## src/rtl/regfile_ctx_if.sv

```systemverilog
`default_nettype none
// ============================================================================
//  Module      : regfile_ctx_if
//  Description : Register-file port plus save (out) and restore (in) streams
//                shared between the context save/restore engine and its
//                environment.
//  Revision    : 1.0 - initial release
// ============================================================================
interface regfile_ctx_if;
   // register-file read port (data is combinational from the selects)
   logic [2:0]  read1RegSel;
   logic [2:0]  read2RegSel;
   logic [15:0] read1Data;
   logic [15:0] read2Data;
   logic        rf_err;
   // register-file write port
   logic [2:0]  writeRegSel;
   logic [15:0] writeData;
   logic        writeEn;
   // save stream
   logic        out_valid;
   logic        out_ready;
   logic [31:0] out_data;
   // restore stream
   logic        in_valid;
   logic        in_ready;
   logic [15:0] in_data;

   modport master (
      output read1RegSel, read2RegSel, writeRegSel, writeData, writeEn,
             out_valid, out_data, in_ready,
      input  read1Data, read2Data, rf_err, out_ready, in_valid, in_data
   );

   modport slave (
      input  read1RegSel, read2RegSel, writeRegSel, writeData, writeEn,
             out_valid, out_data, in_ready,
      output read1Data, read2Data, rf_err, out_ready, in_valid, in_data
   );
endinterface
`default_nettype wire

```

## src/rtl/regfile_ctx.sv

```systemverilog
`default_nettype none
// ============================================================================
//  Module      : regfile_ctx
//  Description : Saves registers 0..NREGS-1 as 32-bit pairs onto an output
//                stream, or restores them one 16-bit word per beat from an
//                input stream. A register-file error aborts the operation
//                and raises a sticky err flag.
//  Revision    : 1.0 - initial release
// ============================================================================
module regfile_ctx #(
   parameter int NREGS = 8
) (
   input  wire logic     clk,
   input  wire logic     rst,
   input  wire logic     save_start,
   input  wire logic     restore_start,
   output logic          busy,
   output logic          done,
   output logic          err,
   regfile_ctx_if.master bus
);

   localparam logic [2:0] LAST_BEAT = 3'(NREGS / 2 - 1);
   localparam logic [2:0] LAST_REG  = 3'(NREGS - 1);

   typedef enum logic [2:0] {
      IDLE    = 3'd0,
      S_FETCH = 3'd1,
      S_SEND  = 3'd2,
      R_RECV  = 3'd3,
      DONE    = 3'd4
   } state_t;

   state_t      state;
   state_t      state_nxt;
   logic [2:0]  k;
   logic [2:0]  k_nxt;
   logic [31:0] out_word;
   logic        load_out;
   logic        err_flag;
   logic        err_set;
   logic        err_clr;

   // State, beat index, captured save word and sticky error flag
   always_ff @(posedge clk) begin
      if (!rst) begin
         state    <= IDLE;
         k        <= 3'd0;
         out_word <= 32'd0;
         err_flag <= 1'b0;
      end else begin
         state <= state_nxt;
         k     <= k_nxt;
         if (load_out) begin
            out_word <= {bus.read2Data, bus.read1Data};
         end
         if (err_set) begin
            err_flag <= 1'b1;
         end else if (err_clr) begin
            err_flag <= 1'b0;
         end
      end
   end

   // Next-state decode and all outputs; outputs are forced low while rst is asserted
   always_comb begin
      state_nxt       = state;
      k_nxt           = k;
      load_out        = 1'b0;
      err_set         = 1'b0;
      err_clr         = 1'b0;
      busy            = 1'b0;
      done            = 1'b0;
      err             = 1'b0;
      bus.read1RegSel = 3'd0;
      bus.read2RegSel = 3'd0;
      bus.writeRegSel = 3'd0;
      bus.writeData   = 16'd0;
      bus.writeEn     = 1'b0;
      bus.out_valid   = 1'b0;
      bus.out_data    = 32'd0;
      bus.in_ready    = 1'b0;

      case (state)
         IDLE: begin
            // save has priority; a simultaneous restore request is dropped
            if (save_start) begin
               k_nxt     = 3'd0;
               state_nxt = S_FETCH;
               err_clr   = 1'b1;
            end else if (restore_start) begin
               k_nxt     = 3'd0;
               state_nxt = R_RECV;
               err_clr   = 1'b1;
            end
         end
         S_FETCH: begin
            if (bus.rf_err) begin
               err_set   = 1'b1;
               state_nxt = DONE;
            end else begin
               load_out  = 1'b1;
               state_nxt = S_SEND;
            end
         end
         S_SEND: begin
            if (bus.rf_err) begin
               err_set   = 1'b1;
               state_nxt = DONE;
            end else if (bus.out_ready) begin
               if (k == LAST_BEAT) begin
                  state_nxt = DONE;
               end else begin
                  k_nxt     = k + 3'd1;
                  state_nxt = S_FETCH;
               end
            end
         end
         R_RECV: begin
            if (bus.rf_err) begin
               err_set   = 1'b1;
               state_nxt = DONE;
            end else if (bus.in_valid) begin
               if (k == LAST_REG) begin
                  state_nxt = DONE;
               end else begin
                  k_nxt = k + 3'd1;
               end
            end
         end
         DONE: begin
            state_nxt = IDLE;
         end
         default: begin
            state_nxt = IDLE;
         end
      endcase

      if (rst) begin
         busy         = (state != IDLE);
         done         = (state == DONE);
         err          = err_flag;
         bus.out_data = out_word;
         if (state == S_FETCH || state == S_SEND) begin
            bus.read1RegSel = {k[1:0], 1'b0};
            bus.read2RegSel = {k[1:0], 1'b1};
         end
         // an rf_err cycle must not complete any stream handshake
         bus.out_valid = (state == S_SEND) && !bus.rf_err;
         bus.in_ready  = (state == R_RECV) && !bus.rf_err;
         if (bus.in_ready && bus.in_valid) begin
            bus.writeEn     = 1'b1;
            bus.writeRegSel = k;
            bus.writeData   = bus.in_data;
         end
      end
   end

endmodule
`default_nettype wire

```

## src/flat_wrapper.sv

```systemverilog
// flat-port wrapper written by rule: the top's interface ports become plain ports
module regfile_ctx_flat 
#(
   parameter int NREGS = 8
)
  (clk, rst, save_start, restore_start, busy, done, err, bus_read1RegSel, bus_read2RegSel, bus_writeRegSel, bus_writeData, bus_writeEn, bus_out_valid, bus_out_data, bus_in_ready, bus_read1Data, bus_read2Data, bus_rf_err, bus_out_ready, bus_in_valid, bus_in_data);
  regfile_ctx_if bus_i ();
  input  wire logic clk;
  input  wire logic rst;
  input  wire logic save_start;
  input  wire logic restore_start;
  output logic busy;
  output logic done;
  output logic err;
  output wire logic [$bits(bus_i.read1RegSel)-1:0] bus_read1RegSel;
  output wire logic [$bits(bus_i.read2RegSel)-1:0] bus_read2RegSel;
  output wire logic [$bits(bus_i.writeRegSel)-1:0] bus_writeRegSel;
  output wire logic [$bits(bus_i.writeData)-1:0] bus_writeData;
  output wire logic [$bits(bus_i.writeEn)-1:0] bus_writeEn;
  output wire logic [$bits(bus_i.out_valid)-1:0] bus_out_valid;
  output wire logic [$bits(bus_i.out_data)-1:0] bus_out_data;
  output wire logic [$bits(bus_i.in_ready)-1:0] bus_in_ready;
  input wire logic [$bits(bus_i.read1Data)-1:0] bus_read1Data;
  input wire logic [$bits(bus_i.read2Data)-1:0] bus_read2Data;
  input wire logic [$bits(bus_i.rf_err)-1:0] bus_rf_err;
  input wire logic [$bits(bus_i.out_ready)-1:0] bus_out_ready;
  input wire logic [$bits(bus_i.in_valid)-1:0] bus_in_valid;
  input wire logic [$bits(bus_i.in_data)-1:0] bus_in_data;
  assign bus_read1RegSel = bus_i.read1RegSel;
  assign bus_read2RegSel = bus_i.read2RegSel;
  assign bus_writeRegSel = bus_i.writeRegSel;
  assign bus_writeData = bus_i.writeData;
  assign bus_writeEn = bus_i.writeEn;
  assign bus_out_valid = bus_i.out_valid;
  assign bus_out_data = bus_i.out_data;
  assign bus_in_ready = bus_i.in_ready;
  assign bus_i.read1Data = bus_read1Data;
  assign bus_i.read2Data = bus_read2Data;
  assign bus_i.rf_err = bus_rf_err;
  assign bus_i.out_ready = bus_out_ready;
  assign bus_i.in_valid = bus_in_valid;
  assign bus_i.in_data = bus_in_data;
  regfile_ctx #(.NREGS(NREGS)) u_core (.clk(clk), .rst(rst), .save_start(save_start), .restore_start(restore_start), .busy(busy), .done(done), .err(err), .bus(bus_i));
endmodule
```

## config.mk

```make
export PLATFORM = sky130hd
export DESIGN_NAME = regfile_ctx_flat
export DESIGN_NICKNAME = d
export VERILOG_FILES = /design/src/rtl/regfile_ctx_if.sv /design/src/rtl/regfile_ctx.sv /design/src/flat_wrapper.sv
export SDC_FILE = /design/constraint.sdc
export NUM_CORES = 1
export LEC_CHECK = 0
export ABC_AREA = 0
export CAP_MARGIN = 40
export CORE_MARGIN = 2
export CORE_UTILIZATION = 42
export CTS_BUF_LIST = sky130_fd_sc_hd__clkbuf_4 sky130_fd_sc_hd__clkbuf_8 sky130_fd_sc_hd__clkbuf_16
export DETAILED_ROUTE_END_ITERATION = 10
export PLACE_DENSITY = 0.84
export SETUP_SLACK_MARGIN = 0.4
export SYNTH_ARGS = -nofsm -noshare
export SYNTH_HDL_FRONTEND = slang
export SYNTH_SLANG_ARGS = --single-unit
```

## constraint.sdc

```tcl
create_clock -name clk -period 3 [get_ports clk]
set_input_delay 0.6 -clock clk [delete_from_list [all_inputs] [get_ports clk]]
set_output_delay 0.6 -clock clk [all_outputs]
set_load 0.1 [all_outputs]
```

==> impl_metrics.tcl, run 1 <==
set metrics [dict create \
    grt_pass1_wl_mm 10.16 \
    postSynth.asyncResetShare 0 \
    route.detailed.drc 0 \
    synth_ff_type "dfxtp_1" \
    final.min_clock_period_ps 2478 \
    synth-simple-area-share 0.3550 \
    run_status "finished, final reports clean" \
    initial_antenna_violation_count 0 \
    grt_util_all_layers 0.2376 \
    first_global_vias 2146 \
    areaGrowthSynthToFinish_pct 94.37 \
    number_of_enable_flip_flop_cells_after_synthesis 0 \
    pin_count_of_the_biggest_net_entering_global_routing 47 \
    yosys.area_share.xor_xnor 0.004108 \
    worstSetupStartpointType "flop" \
    globalRoute.totalOverflow 0 \
    p_clk_frac 0.202 \
    fill_cells 268 \
    timing.critical_path.slowest_stage_cell "dfxtp_1" \
    num_io_pins 118 \
    fmaxAchievable_mhz 403.5 \
    timing.critical_path.slowest_cell_delay_ps 600 \
    setup.worst_path.class "flop to primary output" \
    switching_share 0.4035 \
    power.leakage_uw 0.001628 \
    timing.setup.tns_ps 0 \
    synth_compound_area_frac 0.1602 \
    numCtsBuffers 5 \
    numClockSinks 39 \
    postRouteAntennaNets 0 \
    routed-via-count 2234 \
    crit_path_end_kind "primary output" \
    synthesized_area_fraction_occupied_by_adder_cells 0.01761 \
    main_combinational_cell_family_by_area_after_synthesis "simple AND/OR/NAND/NOR gates" \
    cp.arrival_ps 1880 \
    diodes 0 \
    core.rowCount 25 \
    power_frac_seq 0.356 \
    timing.clock.skew_ps 6.947 \
    buffer_ports.inserted 116 \
    netlist-cell-type-count 35 \
    post_drt_via_cell_ratio 5.032 \
    syn_area_per_cell_um2 7.985 \
    intPower_uw 1050 \
    power.combinational.fraction 0.442 \
    setup_viol 0 \
    slew_headroom 0.5362 \
    first_pass_iters 4 \
    postSynthCellCount 267 \
    core_area_mm2 0.004817 \
    timing.hold.ws_ps 449.8 \
    drt-wirelength-per-cell_um 15.85 \
    synth-seq-cells 39 \
    drive_above_1_share 0.3130 \
    sequential_fraction_of_the_synthesis_area 0.3662 \
    rsz_0062_raised_after_global_routing "no" \
    worst_hold_path_type "flop to flop" \
    placedCellCount 431 \
    floorplan.die.width_um 75.25 \
    detail_route.iter0.violations 104 \
    clock_input_transition_at_the_sequential_cells_of_the_worst_setup_and_hold_paths_ps 70 \
    routed_wl_mm 7.036 \
    maxCapViolCount 0 \
    die_y_um 75.25 \
    muxShareOfSynthArea 0.02347 \
    timing.final.max_slew_violations 0 \
    initial_utilization 0.4426 \
    syn-num-nets 325 \
    area_of_the_die_mm2 0.005663 \
    critical_path.cell_chain "nand3_2 -> nor2_4 -> buf_6 -> and3_2 -> buf_12" \
    net-switching-power_uw 710.3 \
    critical_path_required_ps 2400 \
    power.density_mw_per_mm2 424.8 \
    timing.critical_path.fanout_max 11 \
    tightest_slew_ps 694.6 \
    timing.final.hold_violations 0 \
    clock_tree_from_tritoncts "yes" \
    synthesis.yosys.warnings 0 \
    clk_latency_ps 290 \
    finish.net_count 434 \
    dp.final_hpwl_mm 4.821 \
    final_min_period_over_clock_period 0.8261 \
    gpl.final_weighted_congestion 0.8364 \
    clock_path_buffers 2 \
    stdcell_count 444 \
    clock_h_tree_levels 2 \
    cts_root_buffer "clkbuf_8" \
    synth_area_mm2 0.002132 \
    vdd_drop_max_mv 0.3873 \
]
## stage by stage
stage / worst slack, ps / area, um^2 / total power (uW) / util
4_1_cts: 409.2 / 4091 / 1763 / 0.8494
2_1_floorplan: 173.1 / 2168 / 1136 / -
3_5_place_dp: 325.6 / 3930 / 1397 / 0.8158
3_3_place_gp: 412.8 / 3930 / 1378 / 0.8158
5_1_grt: 472.2 / 4144 / 1830 / 0.8603
6_report: 521.8 / 4144 / 1760 / 0.8603
## state kept, by name (all words and copies together) (netlist names)
signal and flops:
u_core.err_flag 1, u_core.out_word 32, u_core.k 3, u_core.state 3
## power groups by stage
stage	Sequential, uW	Clock [uW]	Combinational, uW
finish	626	356	778
global route	633	383	814
CTS	623	366	774
detailed placement	634	0	763
global placement	631	0	747
floorplan	601	0	534
## kinds of logic after synthesis
logic type / Yosys count
mux: 5
other cells: 1
fa+ha+maj: 3
flops: 39
xor+xnor: 1
buf+inv: 27
compound gates: 42
simple gates: 149
## metal layers
layer / vias up / track usage / share of wire
li1: 1086 / - / -
met1: 1052 / 0.2597 / 0.36
met2: 84 / 0.4376 / 0.56
met3: 12 / 0.06560 / 0.069
met4: 0 / 0.08577 / 0.017
met5: - / 0 / 0
## critical path, delay by kind of cell, from the launching register on
kind	cells	cell delay [ps]
and+or+nand+nor	3	640
buffers and inverters	2	340
DFF	1	600
## synthesized netlist by cell type, types with 2 or more instances
cell type / number / area, um^2
and3_1: 20 / 125.1
and2_1: 36 / 225.2
nor3_1: 3 / 15.01
a21boi_1: 30 / 225.2
nor2_1: 5 / 18.77
nand2_1: 70 / 262.8
nand3b_1: 2 / 15.01
clkbuf_1: 12 / 45.04
a21boi_0: 2 / 15.01
ha_1: 3 / 37.54
nor2b_1: 4 / 25.02
inv_1: 2 / 7.510
buf_4: 4 / 30.03
dfxtp_1: 39 / 780.8
buf_2: 5 / 25.02
buf_6: 4 / 45.04
nand3_1: 2 / 10.01
o21ai_0: 3 / 15.01
mux2i_1: 5 / 50.05
## placed cells by master, fill, tap and decap left out, types with 2 or more instances in the layout
master / Yosys / final
nand2_1: 70 / 70
buf_12: 0 / 62
clkdlybuf4s50_1: 0 / 51
dfxtp_1: 39 / 38
and2_1: 36 / 33
a21boi_1: 30 / 30
and3_4: 0 / 11
and3_2: 0 / 7
buf_4: 4 / 7
mux2i_1: 5 / 5
clkbuf_8: 0 / 5
buf_6: 4 / 4
nor2_1: 5 / 3
nor2b_1: 4 / 3
o21ai_0: 3 / 3
ha_1: 3 / 3
nor2_4: 0 / 2
and3_1: 20 / 2
and2_4: 0 / 2
nor3_1: 3 / 2
nand3b_1: 2 / 2
a21boi_0: 2 / 2
dlymetal6s2s_1: 0 / 2
## final timing paths
check	from	endpoint	slack, ps	cells past startpoint
setup reg to reg	u_core.state[2]	u_core.out_word[28]	1060	5
hold / removal	u_core.out_word[13]	u_core.out_word[13]	450	2
hold reg to reg	u_core.out_word[13]	u_core.out_word[13]	450	2
setup / recovery	u_core.state[1]	bus_writeData[13]	520	5
## area by class of cell
type	instances	area [um^2]	share of cell area
Clock buffer	6	76.32	0.01842
Clock inverter	2	12.51	0.003019
Inverter	2	7.507	0.001812
Multi-Input combinational cell	201	1303	0.3143
Sequential cell	39	782.0	0.1887
Tap cell	67	83.83	0.02023
Timing Repair Buffer	127	1879	0.4535
## repair_timing
action | in CTS | in global routing
gates cloned | 2 | 1
resized for setup | 14 | 11
endpoints found under the setup margin | 19 | 19
hold buffers | 0 | 0
pin swaps | 1 | 1
buffers inserted | 1 | 1
Power figures use the tool's default switching activity.
==> run 2: changes to the inputs <==
--- a/config.mk
+++ b/config.mk
@@ -8,10 +8,10 @@
 export ABC_AREA = 0
 export CAP_MARGIN = 40
 export CORE_MARGIN = 2
-export CORE_UTILIZATION = 42
+export CORE_UTILIZATION = 39
 export CTS_BUF_LIST = sky130_fd_sc_hd__clkbuf_4 sky130_fd_sc_hd__clkbuf_8 sky130_fd_sc_hd__clkbuf_16
 export DETAILED_ROUTE_END_ITERATION = 10
-export PLACE_DENSITY = 0.84
+export PLACE_DENSITY = 0.79
 export SETUP_SLACK_MARGIN = 0.4
 export SYNTH_ARGS = -nofsm -noshare
 export SYNTH_HDL_FRONTEND = slang
==> constraint.sdc (replaced) <==
create_clock -name clk -period 2.6 [get_ports clk]
set_input_delay 0.52 -clock clk [delete_from_list [all_inputs] [get_ports clk]]
set_output_delay 0.52 -clock clk [all_outputs]
set_load 0.1 [all_outputs]
==> impl_metrics.tcl, run 2 (synthesis gave the netlist of run 1 again) <==
set metrics [dict create \
    vdd_drop_max_mv 0.4247 \
    initial_utilization 0.4096 \
    crit_path_end_kind "primary output" \
    worst_r2r_startpoint "u_core.k[0]" \
    finish.net_count 436 \
    core_area_mm2 0.005205 \
    setup_viol 0 \
    largest_registers_ranked_by_flip_flop_count "u_core.out_word (32), u_core.k (3), u_core.state (3)" \
    area_of_the_die_mm2 0.006074 \
    run_status "finished, final reports clean" \
    final.min_clock_period_ps 2138 \
    postRouteAntennaNets 0 \
    drive_above_1_share 0.4063 \
    timing.setup.tns_ps 0 \
    numCtsBuffers 5 \
    routed_wl_mm 6.699 \
    registers.top_by_ff_count "u_core.out_word" \
    pin_count_of_the_biggest_net_entering_global_routing 79 \
    first_global_vias 2134 \
    clock_tree_from_tritoncts "yes" \
    num_io_pins 118 \
    gr_met2_demand_resource 0.3629 \
    detail_route.iter0.violations 118 \
    timing.critical_path.slowest_stage_cell "dfxtp_2" \
    fmaxAchievable_mhz 467.7 \
    power.density_mw_per_mm2 487.5 \
    timing.critical_path.max_delay_family "simple AND/OR/NAND/NOR gates" \
    numClockSinks 39 \
    cts_root_buffer "clkbuf_8" \
    timing.critical_path.slowest_cell_delay_ps 490 \
    first_pass_iters 4 \
    globalRoute.busiestLayer "met2" \
    route.detailed.drc 0 \
    grt_util_all_layers 0.2099 \
    largest_register_ffs 32 \
    grtUsageMet1 0.2477 \
    routed-via-count 2234 \
    floorplan.die.width_um 77.94 \
    die_y_um 77.94 \
    buffer_ports.inserted 116 \
    core.rowCount 26 \
    power.leakage_uw 0.001661 \
    dp.final_hpwl_mm 4.502 \
    clock_h_tree_levels 2 \
    worst_hold_startpoint "u_core.out_word[5]" \
    worst_hold_path_type "flop to flop" \
    critical_path_required_ps 2080 \
    cp.arrival_ps 1620 \
    post_drt_via_cell_ratio 4.976 \
    buffers_plus_inverters_on_the_worst_setup_path 2 \
    fill_cells 308 \
    globalRoute.totalOverflow 0 \
    areaGrowthSynthToFinish_pct 101.9 \
    rsz_0062_raised_after_global_routing "no" \
    gr-usage-met3 0.08023 \
    clk_latency_ps 290 \
    timing.clock.skew_ps 3.835 \
    timing.final.hold_violations 0 \
    final_min_period_over_clock_period 0.8224 \
    placedCellCount 434 \
    gpl.final_weighted_congestion 0.8258 \
    diodes 0 \
    crit_start "u_core.state[1]" \
    final_common_cell "nand2_1" \
    grt_pass1_wl_mm 10.29 \
    initial_antenna_violation_count 0 \
    most-common-layout-cells "nand2_1, buf_12, clkdlybuf4s50_1" \
    stdcell_count 449 \
    setup.worst_path.class "flop to primary output" \
    critical_path.cell_chain "nand3_4 -> nor2_4 -> buf_6 -> and3_4 -> buf_12" \
    drt-wirelength-per-cell_um 14.92 \
    maxCapViolCount 0 \
    timing.critical_path.fanout_max 11 \
    clock_path_buffers 2 \
    timing.final.max_slew_violations 0 \
    worstSetupStartpointType "flop" \
    clock_input_transition_at_the_sequential_cells_of_the_worst_setup_and_hold_paths_ps 70 \
]
run 2: cell types whose count changed in the layout (fill, tap and decap cells not counted), sizes merged:
cell,delta
clkbuf,+4
clkdlybuf4s15,+1
clkinv,-1
dlymetal6s2s,-2
run 2: power breakdown:
part           switching, uW  internal [uW]  leakage [uW]
Clock                    213            241     0.0000505
Combinational            540            376       0.00129
Sequential              68.0            660      0.000318
run 2: layer usage:
metal,routed length [um],up-vias,share of wire
met1,2635,1041,0.39
met2,3376,96,0.50
li1,-,1093,-
met5,0,-,0
met4,52,0,0.0078
met3,634,4,0.095
run 2: cell type report:
| class | instances | area, um^2 | area share |
|---|---|---|---|
| clock buffers | 7 | 96.34 | 0.02238 |
| clock inverters | 1 | 7.507 | 0.001744 |
| inverters | 2 | 7.507 | 0.001744 |
| multi-input cells | 201 | 1386 | 0.3221 |
| flip-flops and latches | 39 | 787.0 | 0.1828 |
| well taps | 70 | 87.58 | 0.02035 |
| repair buffers | 129 | 1932 | 0.4488 |
run 2: worst register-to-register path: cells and delay by family (launching register included):
kind	cells	cell delay (ps)
AO/OA/AOI/OAI	1	160
adder cells (fa/ha/maj)	2	440
flip-flops	1	350
multiplexers	1	150
AND/OR/NAND/NOR	2	480
run 2: worst paths after layout:
| kind | to | slack (ps) | cells past startpoint |
|---|---|---|---|
| max | bus_writeData[4] | 460 | 5 |
| min reg2reg | u_core.out_word[5] | 450 | 2 |
| min | u_core.out_word[5] | 450 | 2 |
| max reg2reg | u_core.k[2] | 920 | 6 |
run 2: through the flow:
| stage | area, um^2 | util | worst slack, ps | hold slack [ps] | total power, uW |
|---|---|---|---|---|---|
| 2_1_floorplan | 2272 | - | 133.2 | 430.4 | 1332 |
| 3_3_place_gp | 4035 | 0.7752 | 147.2 | 435.4 | 1608 |
| 3_5_place_dp | 4035 | 0.7752 | 108.8 | 440.8 | 1626 |
| 4_1_cts | 4238 | 0.8142 | 405.1 | 451.6 | 2105 |
| 5_1_grt | 4304 | 0.8269 | 405.6 | 463.5 | 2199 |
| 6_report | 4304 | 0.8269 | 461.7 | 448.1 | 2098 |
run 2: timing repair:
item	4_1_cts	5_1_grt
gates cloned	3	2
pin swaps	1	2
setup endpoints to repair	21	24
hold buffers	0	0
hold endpoints to repair	0	0
resized for setup	25	6
setup buffers	1	1
